## src/rtl/miim_pkg.sv

```systemverilog
// Shared definitions for the MIIM management-port arbiter: bus widths,
// default timeout budgets, FSM state encoding and requester identifiers.
package miim_pkg;

  localparam int MIIM_ADDR_W       = 5;
  localparam int MIIM_DATA_W       = 16;
  localparam int MIIM_START_TO_DEF = 64;
  localparam int MIIM_DONE_TO_DEF  = 4096;

  typedef enum logic [2:0] {
    ST_IDLE       = 3'd0,
    ST_ISSUE      = 3'd1,
    ST_WAIT_START = 3'd2,
    ST_WAIT_DONE  = 3'd3,
    ST_FINISH     = 3'd4
  } miim_state_e;

  // Requester identity; also the encoding of the round-robin pointer.
  typedef enum logic {
    OWN_A = 1'b0,
    OWN_B = 1'b1
  } miim_owner_e;

  // One management command as presented by a requester.
  typedef struct packed {
    logic                   wr;
    logic [MIIM_ADDR_W-1:0] phyad;
    logic [MIIM_ADDR_W-1:0] regad;
    logic [MIIM_DATA_W-1:0] wrdata;
  } miim_cmd_t;

endpackage

```

## src/rtl/miim_arbiter_if.sv

```systemverilog
// Bundle of the two requester ports and the MAC-side MIIM port.
// The arbiter connects through the slave modport; the environment that
// plays requesters and MAC uses the master modport.
interface miim_arbiter_if;
  import miim_pkg::*;

  // Requester A (power-up configurator)
  logic                   a_req;
  logic                   a_wr;
  logic [MIIM_ADDR_W-1:0] a_phyad;
  logic [MIIM_ADDR_W-1:0] a_regad;
  logic [MIIM_DATA_W-1:0] a_wrdata;
  logic                   a_gnt;
  logic                   a_done;
  logic                   a_err;
  logic [MIIM_DATA_W-1:0] a_rddata;

  // Requester B (run-time status poller)
  logic                   b_req;
  logic                   b_wr;
  logic [MIIM_ADDR_W-1:0] b_phyad;
  logic [MIIM_ADDR_W-1:0] b_regad;
  logic [MIIM_DATA_W-1:0] b_wrdata;
  logic                   b_gnt;
  logic                   b_done;
  logic                   b_err;
  logic [MIIM_DATA_W-1:0] b_rddata;

  // MAC controller MIIM port
  logic [MIIM_ADDR_W-1:0] miim_phyad;
  logic [MIIM_ADDR_W-1:0] miim_regad;
  logic [MIIM_DATA_W-1:0] miim_wrdata;
  logic                   miim_wren;
  logic                   miim_rden;
  logic                   miim_busy;
  logic [MIIM_DATA_W-1:0] miim_rddata;
  logic                   miim_rddata_valid;

  modport slave (
    input  a_req, a_wr, a_phyad, a_regad, a_wrdata,
    input  b_req, b_wr, b_phyad, b_regad, b_wrdata,
    input  miim_busy, miim_rddata, miim_rddata_valid,
    output a_gnt, a_done, a_err, a_rddata,
    output b_gnt, b_done, b_err, b_rddata,
    output miim_phyad, miim_regad, miim_wrdata, miim_wren, miim_rden
  );

  modport master (
    output a_req, a_wr, a_phyad, a_regad, a_wrdata,
    output b_req, b_wr, b_phyad, b_regad, b_wrdata,
    output miim_busy, miim_rddata, miim_rddata_valid,
    input  a_gnt, a_done, a_err, a_rddata,
    input  b_gnt, b_done, b_err, b_rddata,
    input  miim_phyad, miim_regad, miim_wrdata, miim_wren, miim_rden
  );

endinterface

```

## src/rtl/miim_arbiter.sv

```systemverilog
// Two-requester arbiter for the MAC's single MIIM management port.
// One transaction in flight at a time: grant, strobe, wait for the MAC's
// busy to rise and fall (each bounded by a timeout), then report done,
// error and read data to the owning requester. Round-robin on contention.
module miim_arbiter
  import miim_pkg::*;
#(
  parameter int START_TO = MIIM_START_TO_DEF,
  parameter int DONE_TO  = MIIM_DONE_TO_DEF
) (
  input  logic          clk,
  input  logic          rst,
  miim_arbiter_if.slave bus
);

  // Counter is sized for the longer (done) budget and saturates, so a
  // stalled MAC can never wrap it back below a limit.
  localparam int               CNT_W     = $clog2(DONE_TO + 1);
  localparam logic [CNT_W-1:0] CNT_MAX   = {CNT_W{1'b1}};
  localparam logic [CNT_W-1:0] START_LIM = CNT_W'(START_TO);
  localparam logic [CNT_W-1:0] DONE_LIM  = CNT_W'(DONE_TO);

  // Control state
  miim_state_e            state_q, state_d;
  miim_owner_e            owner_q, owner_d;
  miim_owner_e            rr_q, rr_d;
  logic                   wr_q, wr_d;
  logic                   err_q, err_d;
  logic [CNT_W-1:0]       cnt_q, cnt_d;

  // Read data captured from the MAC during the current transaction
  logic [MIIM_DATA_W-1:0] cap_q, cap_d;

  // Registered outputs
  logic                   a_gnt_q, a_gnt_d;
  logic                   b_gnt_q, b_gnt_d;
  logic                   a_done_q, a_done_d;
  logic                   b_done_q, b_done_d;
  logic                   a_err_q, a_err_d;
  logic                   b_err_q, b_err_d;
  logic [MIIM_DATA_W-1:0] a_rddata_q, a_rddata_d;
  logic [MIIM_DATA_W-1:0] b_rddata_q, b_rddata_d;
  logic [MIIM_ADDR_W-1:0] phyad_q, phyad_d;
  logic [MIIM_ADDR_W-1:0] regad_q, regad_d;
  logic [MIIM_DATA_W-1:0] wrdata_q, wrdata_d;
  logic                   wren_q, wren_d;
  logic                   rden_q, rden_d;

  // Arbitration helpers
  miim_cmd_t              cmd_a, cmd_b, cmd_sel;
  logic                   pick_b;

  // Next-state and next-output logic for the transaction FSM
  always_comb begin
    state_d    = state_q;
    owner_d    = owner_q;
    rr_d       = rr_q;
    wr_d       = wr_q;
    err_d      = err_q;
    cap_d      = cap_q;
    cnt_d      = (cnt_q == CNT_MAX) ? cnt_q : cnt_q + 1'b1;
    phyad_d    = phyad_q;
    regad_d    = regad_q;
    wrdata_d   = wrdata_q;
    a_rddata_d = a_rddata_q;
    b_rddata_d = b_rddata_q;
    a_gnt_d    = 1'b0;
    b_gnt_d    = 1'b0;
    a_done_d   = 1'b0;
    b_done_d   = 1'b0;
    a_err_d    = 1'b0;
    b_err_d    = 1'b0;
    wren_d     = 1'b0;
    rden_d     = 1'b0;

    cmd_a.wr     = bus.a_wr;
    cmd_a.phyad  = bus.a_phyad;
    cmd_a.regad  = bus.a_regad;
    cmd_a.wrdata = bus.a_wrdata;
    cmd_b.wr     = bus.b_wr;
    cmd_b.phyad  = bus.b_phyad;
    cmd_b.regad  = bus.b_regad;
    cmd_b.wrdata = bus.b_wrdata;

    // B wins when it is alone, or when both ask and the pointer favours B.
    pick_b  = bus.b_req && (!bus.a_req || (rr_q == OWN_B));
    cmd_sel = pick_b ? cmd_b : cmd_a;

    case (state_q)
      ST_IDLE: begin
        if (bus.a_req || bus.b_req) begin
          owner_d  = pick_b ? OWN_B : OWN_A;
          wr_d     = cmd_sel.wr;
          phyad_d  = cmd_sel.phyad;
          regad_d  = cmd_sel.regad;
          wrdata_d = cmd_sel.wrdata;
          err_d    = 1'b0;
          cap_d    = '0;
          a_gnt_d  = !pick_b;
          b_gnt_d  = pick_b;
          state_d  = ST_ISSUE;
        end
      end

      ST_ISSUE: begin
        wren_d  = wr_q;
        rden_d  = !wr_q;
        cnt_d   = '0;
        state_d = ST_WAIT_START;
      end

      ST_WAIT_START: begin
        // Busy seen takes priority over an expiring budget in the same cycle.
        if (bus.miim_busy) begin
          cnt_d   = '0;
          state_d = ST_WAIT_DONE;
        end else if (cnt_q >= START_LIM) begin
          err_d   = 1'b1;
          state_d = ST_FINISH;
        end
      end

      ST_WAIT_DONE: begin
        if (!wr_q && bus.miim_rddata_valid) begin
          cap_d = bus.miim_rddata;
        end
        if (!bus.miim_busy) begin
          state_d = ST_FINISH;
        end else if (cnt_q >= DONE_LIM) begin
          err_d   = 1'b1;
          state_d = ST_FINISH;
        end
      end

      ST_FINISH: begin
        if (owner_q == OWN_A) begin
          a_done_d = 1'b1;
          a_err_d  = err_q;
          if (!wr_q) begin
            a_rddata_d = cap_q;
          end
        end else begin
          b_done_d = 1'b1;
          b_err_d  = err_q;
          if (!wr_q) begin
            b_rddata_d = cap_q;
          end
        end
        // Next contention goes to whoever did not just finish.
        rr_d    = (owner_q == OWN_A) ? OWN_B : OWN_A;
        state_d = ST_IDLE;
      end

      default: begin
        state_d = ST_IDLE;
      end
    endcase
  end

  // Control and output registers; reset abandons any transaction silently
  always_ff @(posedge clk) begin
    if (rst) begin
      state_q    <= ST_IDLE;
      owner_q    <= OWN_A;
      rr_q       <= OWN_A;
      wr_q       <= 1'b0;
      err_q      <= 1'b0;
      cnt_q      <= '0;
      a_gnt_q    <= 1'b0;
      b_gnt_q    <= 1'b0;
      a_done_q   <= 1'b0;
      b_done_q   <= 1'b0;
      a_err_q    <= 1'b0;
      b_err_q    <= 1'b0;
      a_rddata_q <= '0;
      b_rddata_q <= '0;
      phyad_q    <= '0;
      regad_q    <= '0;
      wrdata_q   <= '0;
      wren_q     <= 1'b0;
      rden_q     <= 1'b0;
    end else begin
      state_q    <= state_d;
      owner_q    <= owner_d;
      rr_q       <= rr_d;
      wr_q       <= wr_d;
      err_q      <= err_d;
      cnt_q      <= cnt_d;
      a_gnt_q    <= a_gnt_d;
      b_gnt_q    <= b_gnt_d;
      a_done_q   <= a_done_d;
      b_done_q   <= b_done_d;
      a_err_q    <= a_err_d;
      b_err_q    <= b_err_d;
      a_rddata_q <= a_rddata_d;
      b_rddata_q <= b_rddata_d;
      phyad_q    <= phyad_d;
      regad_q    <= regad_d;
      wrdata_q   <= wrdata_d;
      wren_q     <= wren_d;
      rden_q     <= rden_d;
    end
  end

  // Capture buffer is pure data; it is cleared at every grant instead
  always_ff @(posedge clk) begin
    cap_q <= cap_d;
  end

  assign bus.a_gnt       = a_gnt_q;
  assign bus.b_gnt       = b_gnt_q;
  assign bus.a_done      = a_done_q;
  assign bus.b_done      = b_done_q;
  assign bus.a_err       = a_err_q;
  assign bus.b_err       = b_err_q;
  assign bus.a_rddata    = a_rddata_q;
  assign bus.b_rddata    = b_rddata_q;
  assign bus.miim_phyad  = phyad_q;
  assign bus.miim_regad  = regad_q;
  assign bus.miim_wrdata = wrdata_q;
  assign bus.miim_wren   = wren_q;
  assign bus.miim_rden   = rden_q;

endmodule
```

## src/flat_wrapper.sv

```systemverilog
// flat-port wrapper written by rule: the top's interface ports become plain ports
module miim_arbiter_flat import miim_pkg::*;
#(
  parameter int START_TO = MIIM_START_TO_DEF,
  parameter int DONE_TO  = MIIM_DONE_TO_DEF
)
  (clk, rst, bus_a_req, bus_a_wr, bus_a_phyad, bus_a_regad, bus_a_wrdata, bus_b_req, bus_b_wr, bus_b_phyad, bus_b_regad, bus_b_wrdata, bus_miim_busy, bus_miim_rddata, bus_miim_rddata_valid, bus_a_gnt, bus_a_done, bus_a_err, bus_a_rddata, bus_b_gnt, bus_b_done, bus_b_err, bus_b_rddata, bus_miim_phyad, bus_miim_regad, bus_miim_wrdata, bus_miim_wren, bus_miim_rden);
  miim_arbiter_if bus_i ();
  input  logic clk;
  input  logic rst;
  input wire logic [$bits(bus_i.a_req)-1:0] bus_a_req;
  input wire logic [$bits(bus_i.a_wr)-1:0] bus_a_wr;
  input wire logic [$bits(bus_i.a_phyad)-1:0] bus_a_phyad;
  input wire logic [$bits(bus_i.a_regad)-1:0] bus_a_regad;
  input wire logic [$bits(bus_i.a_wrdata)-1:0] bus_a_wrdata;
  input wire logic [$bits(bus_i.b_req)-1:0] bus_b_req;
  input wire logic [$bits(bus_i.b_wr)-1:0] bus_b_wr;
  input wire logic [$bits(bus_i.b_phyad)-1:0] bus_b_phyad;
  input wire logic [$bits(bus_i.b_regad)-1:0] bus_b_regad;
  input wire logic [$bits(bus_i.b_wrdata)-1:0] bus_b_wrdata;
  input wire logic [$bits(bus_i.miim_busy)-1:0] bus_miim_busy;
  input wire logic [$bits(bus_i.miim_rddata)-1:0] bus_miim_rddata;
  input wire logic [$bits(bus_i.miim_rddata_valid)-1:0] bus_miim_rddata_valid;
  output wire logic [$bits(bus_i.a_gnt)-1:0] bus_a_gnt;
  output wire logic [$bits(bus_i.a_done)-1:0] bus_a_done;
  output wire logic [$bits(bus_i.a_err)-1:0] bus_a_err;
  output wire logic [$bits(bus_i.a_rddata)-1:0] bus_a_rddata;
  output wire logic [$bits(bus_i.b_gnt)-1:0] bus_b_gnt;
  output wire logic [$bits(bus_i.b_done)-1:0] bus_b_done;
  output wire logic [$bits(bus_i.b_err)-1:0] bus_b_err;
  output wire logic [$bits(bus_i.b_rddata)-1:0] bus_b_rddata;
  output wire logic [$bits(bus_i.miim_phyad)-1:0] bus_miim_phyad;
  output wire logic [$bits(bus_i.miim_regad)-1:0] bus_miim_regad;
  output wire logic [$bits(bus_i.miim_wrdata)-1:0] bus_miim_wrdata;
  output wire logic [$bits(bus_i.miim_wren)-1:0] bus_miim_wren;
  output wire logic [$bits(bus_i.miim_rden)-1:0] bus_miim_rden;
  assign bus_i.a_req = bus_a_req;
  assign bus_i.a_wr = bus_a_wr;
  assign bus_i.a_phyad = bus_a_phyad;
  assign bus_i.a_regad = bus_a_regad;
  assign bus_i.a_wrdata = bus_a_wrdata;
  assign bus_i.b_req = bus_b_req;
  assign bus_i.b_wr = bus_b_wr;
  assign bus_i.b_phyad = bus_b_phyad;
  assign bus_i.b_regad = bus_b_regad;
  assign bus_i.b_wrdata = bus_b_wrdata;
  assign bus_i.miim_busy = bus_miim_busy;
  assign bus_i.miim_rddata = bus_miim_rddata;
  assign bus_i.miim_rddata_valid = bus_miim_rddata_valid;
  assign bus_a_gnt = bus_i.a_gnt;
  assign bus_a_done = bus_i.a_done;
  assign bus_a_err = bus_i.a_err;
  assign bus_a_rddata = bus_i.a_rddata;
  assign bus_b_gnt = bus_i.b_gnt;
  assign bus_b_done = bus_i.b_done;
  assign bus_b_err = bus_i.b_err;
  assign bus_b_rddata = bus_i.b_rddata;
  assign bus_miim_phyad = bus_i.miim_phyad;
  assign bus_miim_regad = bus_i.miim_regad;
  assign bus_miim_wrdata = bus_i.miim_wrdata;
  assign bus_miim_wren = bus_i.miim_wren;
  assign bus_miim_rden = bus_i.miim_rden;
  miim_arbiter #(.START_TO(START_TO), .DONE_TO(DONE_TO)) u_core (.clk(clk), .rst(rst), .bus(bus_i));
endmodule
```

## config.mk

```make
export PLATFORM = sky130hd
export DESIGN_NAME = miim_arbiter_flat
export DESIGN_NICKNAME = d
export VERILOG_FILES = /design/src/rtl/miim_pkg.sv /design/src/rtl/miim_arbiter_if.sv /design/src/rtl/miim_arbiter.sv /design/src/flat_wrapper.sv
export SDC_FILE = /design/constraint.sdc
export NUM_CORES = 1
export LEC_CHECK = 0
export CORE_MARGIN = 3
export CORE_UTILIZATION = 35
export DETAILED_ROUTE_END_ITERATION = 7
export PLACE_DENSITY_LB_ADDON = 0.2
export SLEW_MARGIN = 20
export SYNTH_ARGS = -nofsm -noshare
export SYNTH_HDL_FRONTEND = slang
export SYNTH_SLANG_ARGS = --single-unit
```

## constraint.sdc

```tcl
create_clock -name clk -period 2.6 [get_ports clk]
set_input_delay 0.39 -clock clk [delete_from_list [all_inputs] [get_ports clk]]
set_output_delay 0.39 -clock clk [all_outputs]
set_load 0.02 [all_outputs]
```

After elaboration in Yosys (flattened, before gate mapping)
Index checks and enable logic that the tools add are counted.
{"block": "totals", "elab_cells": 85, "register_bits": 102, "out_inout_bits": 66}
{"block": "classes", "eq_ne": 13, "addsub": 1, "n_reduce_logical": 21, "magnitude_cmp": 2, "mux": 22, "bitwise_logic": 6}
{"op": "$mux 16", "n": 2}
{"op": "$pmux 16 s2", "n": 1}
{"op": "$mux 27", "n": 1}
{"op": "$mux 13", "n": 2}
{"op": "$pmux 13 s2", "n": 1}
{"op": "$mux 3", "n": 5}
{"op": "$add 13x1->13 const B", "n": 1}
{"op": "$eq 13x13->1 const B", "n": 1}
{"op": "$ge 13x13->1 const B", "n": 1}
{"op": "$ge 13x7->1 const B", "n": 1}
{"op": "$pmux 3 s4", "n": 1}
{"op": "$reduce_and 3->1", "n": 4}
{"op": "$reduce_or 3->1", "n": 3}
{"op": "$mux 1", "n": 8}
{"op": "$ne 2x1->1 const B", "n": 4}
{"op": "$eq 3x2->1 const B", "n": 2}
{"op": "$ne 3x2->1 const B", "n": 2}
{"op": "$not 1->1", "n": 6}
{"op": "$reduce_and 6->1", "n": 1}
{"op": "$ne 2x2->1 const B", "n": 2}
{"op": "$reduce_or 2->1", "n": 2}
{"op": "$eq 3x1->1 const B", "n": 1}
{"op": "$eq 3x3->1 const B", "n": 1}
{"op": "$logic_not 1->1", "n": 3}
{"op": "7 further kinds", "n": 9}

Depth between registers and ports, before layout
Gate-level depths: netlist of run 1.
{"block": "depth", "depth_word": 4, "ltp_mapped": 7, "ltp_nobuf": 5}

Least setup slack after synthesis of run 1
Ideal clock, no wire load.
{"block": "synth_path", "path_kind": "reg2reg", "from": "reg u_core.state_q[2]", "to": "reg u_core.cap_q[0], enable pin", "stages_incl_launch_ff": 7, "period_less_slack_ns": 1.846, "path_slack_ns": 0.754, "t_arrival_ns": 1.507, "path_cell_list": "dfxtp_1 -> buf_2 -> nor3_1 -> nor2b_1 -> buf_2 -> buf_2 -> a31o_2"}
{"block": "synth_via", "elab_chain_cells": 3, "elab_cells_between_ends": 6}
{"element": "start, declared", "line_no": "miim_arbiter.sv:24", "source": "miim_state_e state_q, state_d;"}
{"element": "start signal, assigned", "line_no": "miim_arbiter.sv:183", "source": "state_q <= state_d;"}
{"element": "$eq 3x2->1 or $logic_not 3->1 (tied branches)", "line_no": "miim_arbiter.sv:89", "source": "case (state_q)"}
{"element": "$ne 2x1->1 (no source line) or $reduce_bool 2->1 (tied branches)"}
{"element": "$reduce_and 3->1 (no source line) *"}
{"element": "end signal, assigned", "line_no": "miim_arbiter.sv:207", "source": "cap_q <= cap_d;"}
{"element": "end, declared", "line_no": "miim_arbiter.sv:32", "source": "logic [MIIM_DATA_W-1:0] cap_q, cap_d;"}
Mark *: on every way between the ends. The rest lies on a longest branch, timed or not.
A chain may end at the register's enable or synchronous reset.

Worst setup path after layout of run 1
{"block": "layout_path", "from": "reg u_core.state_q[1]", "to": "reg u_core.b_rddata_q[6], in the netlist u_core.bus.b_rddata[6]"}
{"block": "layout_via", "elab_chain_cells": 2}
{"element": "$eq 3x3->1", "line_no": "miim_arbiter.sv:89"}
{"element": "$reduce_and 3->1 (no source line)"}
{"element": "end signal, assigned", "line_no": "miim_arbiter.sv:196", "source": "b_rddata_q <= b_rddata_d;"}
{"element": "end, declared", "line_no": "miim_arbiter.sv:42", "source": "logic [MIIM_DATA_W-1:0] b_rddata_q, b_rddata_d;"}
No other way between the ends.

==> impl_metrics.yaml, run 1 <==
power_and_ir_drop:
  pwr-share-seq_pct: 43.5
  pwr-share-clk_pct: 25.2
  internal_power_mw: 3.507
  power.density_mw_per_mm2: 871.4
  combPwrFrac_pct: 31.3
  total_power_mw: 5.241
  peakVddDrop_mv: 0.4951
  switching_share_pct: 33.09
  leakagePower_nw: 2.214
  switchingPower_mw: 1.734
timing:
  hold_viol_final: 0
  fmax_ghz: 0.5014
  skew_ns: 0.007279
  maxSlewViolCount: 0
  fin_ws_ns: 0.6056
  relSlewSlack_pct: 43.58
  finalSetupViolCount: 0
  rsz0062_at_grt: "no"
  post-route-min-period_ns: 1.994
  max_slew.worst_pin.slew_ns: 0.8437
  fin_crit_sh_pct: 76.71
  finalSetupTns_ns: 0
clocking:
  ctsHoldBuffers: 0
  htree_levels: 3
  cts_resized: 0
  postCtsSetupBuffers: 0
  cts_tree: "built"
  clk_pin_slew_ns: 0.07
  cts_sinks: 102
  clockBufferDepth: 2
  clkLatencyLatePin_ns: 0.34
  cts_root_buf: "clkbuf_16"
  cts_made_buffers: 9
synthesis:
  syn_nets: 505
  ys_seq_elements: 102
  syn_inst: 427
  syn_avg_cell_area_um2: 9.766
  ys.flop_type: "dfxtp_1"
  synth-seq-area-share_pct: 52.81
  synth_async_sr_flop_share_pct: 0
  synth_largest_area_cell: "dfxtp_1"
  yosys-top-cells-area: "dfxtp_1, edfxtp_1, mux2i_1"
  synth-edff-count: 16
  yosysWarnings: 0
  synth_cell_type_count: 47
  synth.cell_area_mm2: 0.004170
  netlist.area_leader.share_pct: 41.28
grt:
  grt_pass1_wl_um: 16780
  grt-ovfl-total: 0
  grt_util_met1_pct: 19.86
  track_usage_pct: 15.78
  busiest_layer: "met2"
  antenna_found_initial: 0
  grt_pass1_vias: 3454
  met2_usage_pct: 25.73
  grt_max_degree: 31
  globalRouteMet3Util_pct: 3.526
final_layout:
  num_antenna_cells: 0
  drive_above_1_share_pct: 5.664
  stdcell_area_mm2: 0.006015
  postLayoutCoreUtil_pct: 52.23
  final_cell_mix: "clkdlybuf4s50_1, dfxtp_1, nor2_1"
  layout_commonest_cell: "clkdlybuf4s50_1"
  area_growth_pct: 44.22
  nets: 638
routing:
  first_pass_iters: 5
  route.vias.total: 3508
  ant_nets: 0
  routed_wirelength_um: 10450
  post_drt_via_cell_ratio: 4.955
  remaining_drc_errors: 0
  drtIter0Drc: 219
  wl_per_cell_um: 14.76
die:
  row_count: 39
  die_w_um: 115.2
  core_mm2: 0.01152
  fp.dieH_um: 115.2
  start_util_pct: 36.21
  ios: 142
  die_area_mm2: 0.01326
setup_path:
  cp_slowest_cell: "nand4_1"
  required_ns: 2.81
  worstSetupPathType: "flop to flop"
  startpoint_type: "flop"
  slowest_delay_ns: 0.70
  crit_path_cell_trace: "nor2_1 -> nand4_1 -> nand2_1 -> a21oi_1"
  cp_max_fo: 18
  arrival_ns: 2.21
  rrSetupSlack_ns: 0.61
  endpoint_kind: "flop"
place:
  place_hpwl_um: 7544
  port_buffers: 141
  postPlaceCellArea_mm2: 0.005722
  gp_congestion: 0.7561
  place_ws_ns: 0.4467
run:
  max-cap-violations: 0
status:
  status: "completed"
min_path:
  hp-class: "flop to flop"
## cell usage after synthesis, drive strengths merged (2+ instances only)
| master | n |
|---|---|
| edfxtp | 16 |
| o211ai | 2 |
| nor2 | 63 |
| inv | 7 |
| dfxtp | 86 |
| nor3 | 9 |
| xnor2 | 3 |
| a211oi | 29 |
| and2 | 18 |
| ha | 2 |
| nand4 | 6 |
| nand2 | 43 |
| or3 | 4 |
| o21ai | 4 |
| and4 | 3 |
| mux2i | 45 |
| a21oi | 25 |
| clkbuf | 16 |
| a31oi | 2 |
| nor3b | 3 |
| xor2 | 2 |
| nor4b | 2 |
| nor4 | 3 |
| buf | 12 |
| and4b | 2 |
| nand3 | 3 |
| a41oi | 2 |
## per-stage QoR
stage | std cells | hold WS (ns)
final | 708 | 0.4564
after global routing | 708 | 0.4844
after CTS | 708 | 0.4576
after detailed placement | 692 | 0.4476
after global placement | 692 | 0.4432
after floorplan | 427 | 0.4550
## cell families after synthesis
group,share of synthesized area (%)
mux,11.07
simple gates,19.53
compound gates,11.22
fa+ha+maj,0.6000
buf+inv,3.720
flops,52.81
xor+xnor,1.050
## sequential cells by signal, summed over array words and instances, names as in the netlist, 3 cells and up
signal                  cells
u_core.cnt_q               13
u_core.bus.a_rddata        16
u_core.bus.miim_phyad       5
u_core.cap_q               16
u_core.bus.miim_regad       5
u_core.bus.b_rddata        16
u_core.bus.miim_wrdata     16
u_core.state_q              3
## power groups by stage
stage / Combinational, mW / Clock (mW) / Sequential [mW]
global placement: 1.63 / 0 / 2.29
finish: 1.64 / 1.32 / 2.28
CTS: 1.66 / 1.35 / 2.28
detailed placement: 1.65 / 0 / 2.31
global route: 1.80 / 1.42 / 2.33
floorplan: 0.812 / 0 / 2.44
## critical path, delay by kind of cell (launching register included)
family / cells / cell delay (ns)
compound gates: 1 / 0.10
simple gates: 3 / 1.27
flops: 1 / 0.50
## cell type report
class / count / area [µm²]
Sequential cell: 102 / 2202
Fill cell: 1080 / 5502
Clock buffer: 10 / 229.0
Inverter: 7 / 26.28
Tap cell: 143 / 178.9
Timing Repair Buffer: 150 / 1474
Clock inverter: 6 / 63.81
Multi-Input combinational cell: 290 / 1841
## routing by layer
metal	up-vias	share of wire [%]	wire length (µm)
met5	-	0	0
met4	0	2.5	257
met3	17	5.2	545
met2	107	47	4961
met1	1607	45	4687
li1	1777	-	-
## path summary, 6_finish.rpt
kind	start	to	depth (start not counted)
worst min-delay path	u_core.bus.b_rddata[13]	u_core.bus.b_rddata[13]	2
worst min register to register	u_core.bus.b_rddata[13]	u_core.bus.b_rddata[13]	2
worst max register to register	u_core.state_q[1]	u_core.bus.b_rddata[6]	4
worst max-delay path	u_core.state_q[1]	u_core.bus.b_rddata[6]	4
No activity file was read; power rests on OpenSTA's default activity.
==> run 2, diff against run 1 <==
==> constraint.sdc (replaced) <==
create_clock -name clk -period 1.6 [get_ports clk]
set_input_delay 0.24 -clock clk [delete_from_list [all_inputs] [get_ports clk]]
set_output_delay 0.24 -clock clk [all_outputs]
set_load 0.02 [all_outputs]
==> run 2 against run 1 <==
- sequential cell count unchanged
- clock power rose by 55%
- hold slack worse by 0.15 ns
- sequential share of layout area shrank 1.8 points
- sequential power rose by 59%
- final cell count increased by 4.0%
- clock-buffer cell count decreased by 1
- non-clock buffer count up 28
- critical path depth decreased by 3
- setup slack got worse by 0.55 ns
- die area is the same
- critical endpoint is now bus_b_rddata[15]
==> impl_metrics.yaml, run 2 (synthesized netlist as in run 1, its figures left out) <==
status:
  status: "completed"
clocking:
  clk_pin_slew_ns: 0.07
  cts_made_buffers: 9
  clkLatencyLatePin_ns: 0.33
  clockBufferDepth: 2
  ctsHoldBuffers: 0
  cts_tree: "built"
  htree_levels: 3
  cts_sinks: 102
  cts_root_buf: "clkbuf_16"
final_layout:
  fin_cells: 736
  nets: 666
  area_growth_pct: 52.21
  num_antenna_cells: 0
  multi_input_area_mm2: 0.001871
  stdcell_area_mm2: 0.006347
  drive_above_1_share_pct: 11.64
  ff_latch_area_mm2: 0.002207
  layout_commonest_cell: "clkdlybuf4s50_1"
  fillers: 1033
  final_cell_mix: "clkdlybuf4s50_1, dfxtp_1, nor2_1"
die:
  die_w_um: 115.2
  fp.dieH_um: 115.2
  row_count: 39
  start_util_pct: 36.21
  core_mm2: 0.01152
  ios: 142
  die_area_mm2: 0.01326
grt:
  grt_max_degree: 69
  grt-ovfl-total: 0
  grt_pass1_wl_um: 16400
  antenna_found_initial: 0
  track_usage_pct: 15.31
  grt_pass1_vias: 3481
setup_path:
  arrival_ns: 1.31
  cp_max_fo: 2
  crit_path_cell_trace: "clkdlybuf4s50_1"
  endpoint_kind: "output port"
  worst-path-buf-inv: 1
  worstSetupPathType: "flop to output port"
  slowest_delay_ns: 0.61
  cp_slowest_cell: "clkdlybuf4s50_1"
  startpoint_type: "flop"
  required_ns: 1.36
  crit_family: "buffers and inverters"
power_and_ir_drop:
  leakagePower_nw: 2.414
  peakVddDrop_mv: 0.7338
  power.density_mw_per_mm2: 1409
routing:
  remaining_drc_errors: 0
  route.vias.total: 3599
  ant_nets: 0
  post_drt_via_cell_ratio: 4.890
  first_pass_iters: 4
  routed_wirelength_um: 10410
  wl_per_cell_um: 14.14
  drtIter0Drc: 275
run:
  max-cap-violations: 0
timing:
  maxSlewViolCount: 0
  fin_crit_sh_pct: 96.76
  post-route-min-period_ns: 1.548
  skew_ns: 0.007937
  fmax_ghz: 0.6459
  relSlewSlack_pct: 73.09
  max_slew.worst_pin.slew_ns: 0.4000
  hold_viol_final: 0
  finalSetupViolCount: 0
  rsz0062_at_grt: "yes"
place:
  place_hpwl_um: 7507
  gp_congestion: 0.8163
  postPlaceCellArea_mm2: 0.006006
  dp.cells: 718
  port_buffers: 141
min_path:
  hp-class: "input pin to flop"
## run 2: final cells by class
cell class	count	share of cell area, %
Sequential cell	102	34.77
Multi-Input combinational cell	290	29.47
Timing Repair Buffer	178	28.09
Clock buffer	9	3.548
Tap cell	143	2.819
Clock inverter	7	0.8870
Inverter	7	0.4140
## run 2: report_power, final
group | internal (mW) | switching [mW] | leakage [nW]
logic | 1.63 | 1.64 | 1.42
clock network | 1.07 | 0.977 | 0.130
registers | 3.26 | 0.358 | 0.864
## run 2: tightest hold or removal path, stage by stage
cell and delay, ns:
buf_2 0.15, nor3_1 0.08, nand4b_1 0.09, nand2_1 0.05
## run 2: worst paths after layout
path | slack [ns] | to | startpoint | cells past startpoint
max | 0.05 | bus_b_rddata[15] | u_core.bus.b_rddata[15] | 1
min | 0.31 | u_core.cnt_q[7] | rst | 4
max reg2reg | 0.06 | u_core.bus.a_rddata[9] | u_core.state_q[0] | 5
min reg2reg | 0.46 | u_core.bus.b_rddata[8] | u_core.bus.b_rddata[8] | 2
## run 2: layer usage
metal | up-vias | routed length (µm) | share of wire, % | global-route usage, %
li1 | 1832 | - | - | -
met1 | 1669 | 4638 | 45 | 19.25
met2 | 94 | 5113 | 49 | 24.92
met3 | 4 | 583 | 5.6 | 4.105
met4 | 0 | 72 | 0.69 | 6.260
met5 | - | 0 | 0 | 0
## run 2: through the flow
step                total power [mW]  hold WS, ns  setup WS, ns  util (%)  TNS [ns]
global route                   9.498       0.3275      -0.02814     55.12  -0.07784
CTS                            8.843       0.2969       0.03292     54.60         0
global placement               6.697       0.4432      -0.06331     52.15    -1.270
detailed placement             6.759       0.4495      -0.07186     52.15    -2.245
finish                         8.941       0.3104       0.05177     55.12         0
floorplan                      5.327       0.4185      -0.08767         -   -0.8765
## run 2: timing repair
item | CTS | global route
setup endpoints to repair | 0 | 60
resized for setup | 0 | 9
buffers inserted | 0 | 1
==> run 3, diff against run 2 <==
--- a/config.mk
+++ b/config.mk
@@ -9,6 +9,7 @@
 export CORE_UTILIZATION = 35
 export DETAILED_ROUTE_END_ITERATION = 7
 export PLACE_DENSITY_LB_ADDON = 0.2
+export SKIP_CTS_REPAIR_TIMING = 1
 export SLEW_MARGIN = 20
 export SYNTH_ARGS = -nofsm -noshare
 export SYNTH_HDL_FRONTEND = slang
==> constraint.sdc (replaced) <==
create_clock -name clk -period 1.4 [get_ports clk]
set_input_delay 0.21 -clock clk [delete_from_list [all_inputs] [get_ports clk]]
set_output_delay 0.21 -clock clk [all_outputs]
set_load 0.02 [all_outputs]
==> run 3 against run 2 <==
- the flow now finishes with violations (negative setup slack)
- non-clock buffer count up 18
- global-route usage up 0.48 points
- largest power group is now combinational cells
- sequential share of layout area down 2.5 points
- sequential cell count unchanged
- first-iteration DRC count down 9.5%
- die area unchanged
- hold slack worse by 0.066 ns
- via count up 4.4%
- clock power up 41%
- combinational power up 29%
==> impl_metrics.yaml, run 3 (synthesized netlist as in run 1, its figures left out) <==
setup_path:
  slowest_delay_ns: 0.34
  arrival_ns: 1.83
  cp_max_fo: 13
  endpoint_kind: "flop"
  cp_slowest_cell: "dfxtp_2"
  startpoint_type: "flop"
  worstSetupPathType: "flop to flop"
  crit_path_cell_trace: "buf_12 -> nor3_4 -> nor2b_4 -> buf_6 -> clkbuf_16 -> nor2_1 -> a211oi_1"
  required_ns: 1.64
grt:
  grt-ovfl-total: 0
  track_usage_pct: 15.79
  grt_pass1_vias: 3552
  grt_max_degree: 55
  antenna_found_initial: 0
  grt_pass1_wl_um: 16860
power_and_ir_drop:
  power.density_mw_per_mm2: 1634
  leakagePower_nw: 3.706
  total_power_mw: 11.25
  peakVddDrop_mv: 0.8199
timing:
  hold_viol_final: 0
  holdWs_ns: 0.2448
  post-route-min-period_ns: 1.590
  maxSlewViolCount: 0
  skew_ns: 0.008598
  relSlewSlack_pct: 70.30
  finalSetupTns_ns: -4.368
  max_slew.worst_pin.slew_ns: 0.4456
  rsz0062_at_grt: "yes"
  fin_ws_ns: -0.1905
  fmax_ghz: 0.6287
  fin_crit_sh_pct: 113.6
  finalSetupViolCount: 62
final_layout:
  stdcell_area_mm2: 0.006884
  area_growth_pct: 65.08
  final_cell_mix: "clkdlybuf4s50_1, dfxtp_1, dlymetal6s2s_1"
  layout_commonest_cell: "clkdlybuf4s50_1"
  fillers: 955
  fin_cells: 755
  nets: 685
  num_antenna_cells: 0
  drive_above_1_share_pct: 18.63
place:
  dp.cells: 726
  postPlaceCellArea_mm2: 0.006053
  gp_congestion: 0.7917
  port_buffers: 141
  place_hpwl_um: 7739
run:
  max-cap-violations: 0
clocking:
  clockBufferDepth: 2
  htree_levels: 3
  clk_pin_slew_ns: 0.07
  cts_sinks: 102
  cts_tree: "built"
  cts_root_buf: "clkbuf_16"
  clkLatencyLatePin_ns: 0.34
  cts_made_buffers: 9
die:
  core_mm2: 0.01152
  row_count: 39
  die_w_um: 115.2
  ios: 142
  die_area_mm2: 0.01326
  fp.dieH_um: 115.2
  start_util_pct: 36.21
routing:
  first_pass_iters: 4
  post_drt_via_cell_ratio: 4.976
  wl_per_cell_um: 15.47
  ant_nets: 0
  drtIter0Drc: 249
  route.vias.total: 3757
  routed_wirelength_um: 11680
  remaining_drc_errors: 0
status:
  violations: "negative setup slack"
  status: "finished, violations left"
min_path:
  hp-class: "input pin to flop"
[run 3: cell count changes in the layout (fill, tap and decap cells not counted), moves of 5 or more]
cell,change
dfxtp_2,+7
dfxtp_1,-9
clkdlybuf4s50_1,-65
buf_4,+12
buf_6,+6
a211oi_2,+5
a211oi_1,-5
dlymetal6s2s_1,+65
[run 3: path summary, 6_finish.rpt]
path                          start                         end  slack [ns]  depth (start not counted)
max               u_core.state_q[0]  u_core.bus.miim_wrdata[15]       -0.19                          7
min                             rst             u_core.cnt_q[7]        0.24                          4
max reg2reg       u_core.state_q[0]  u_core.bus.miim_wrdata[15]       -0.19                          7
min reg2reg  u_core.bus.b_rddata[9]      u_core.bus.b_rddata[9]        0.45                          2
[run 3: where the power goes]
| part | switching [mW] | total [mW] | leakage, nW | internal, mW |
|---|---|---|---|---|
| combinational | 2.12 | 4.23 | 2.67 | 2.11 |
| clock | 1.12 | 2.89 | 0.168 | 1.77 |
| sequential | 0.387 | 4.13 | 0.869 | 3.74 |
[run 3: metal layers]
metal / track usage (%) / part of all wire (%) / up-vias
li1: - / - / 1877
met1: 19.67 / 43 / 1749
met2: 26.43 / 49 / 111
met3: 3.316 / 5.9 / 20
met4: 6.808 / 2.1 / 0
met5: 0 / 0 / -
[run 3: worst max-delay path, delay by kind of cell (launching register included)]
family	cells	cell delay [ns]
buffers and inverters	3	0.44
and+or+nand+nor	3	0.44
DFF	1	0.34
AOI/OAI and AO/OA	1	0.27
[run 3: stage by stage]
| step | worst slack (ns) | utilization (%) |
|---|---|---|
| 3_3_place_gp | -0.2365 | 52.56 |
| 4_1_cts | -0.2154 | 55.56 |
| 5_1_grt | -0.2632 | 59.78 |
| 3_5_place_dp | -0.2773 | 52.56 |
| 6_report | -0.1905 | 59.78 |
| 2_1_floorplan | -0.2875 | - |
[run 3: layout make-up]
| cell class | instances | area (µm²) | area share [%] |
|---|---|---|---|
| Multi-Input combinational cell | 291 | 1997 | 29.01 |
| Clock inverter | 6 | 116.4 | 1.690 |
| Tap cell | 143 | 178.9 | 2.599 |
| Clock buffer | 10 | 229.0 | 3.326 |
| Inverter | 7 | 26.28 | 0.3817 |
| Sequential cell | 102 | 2223 | 32.30 |
| Timing Repair Buffer | 196 | 2113 | 30.70 |
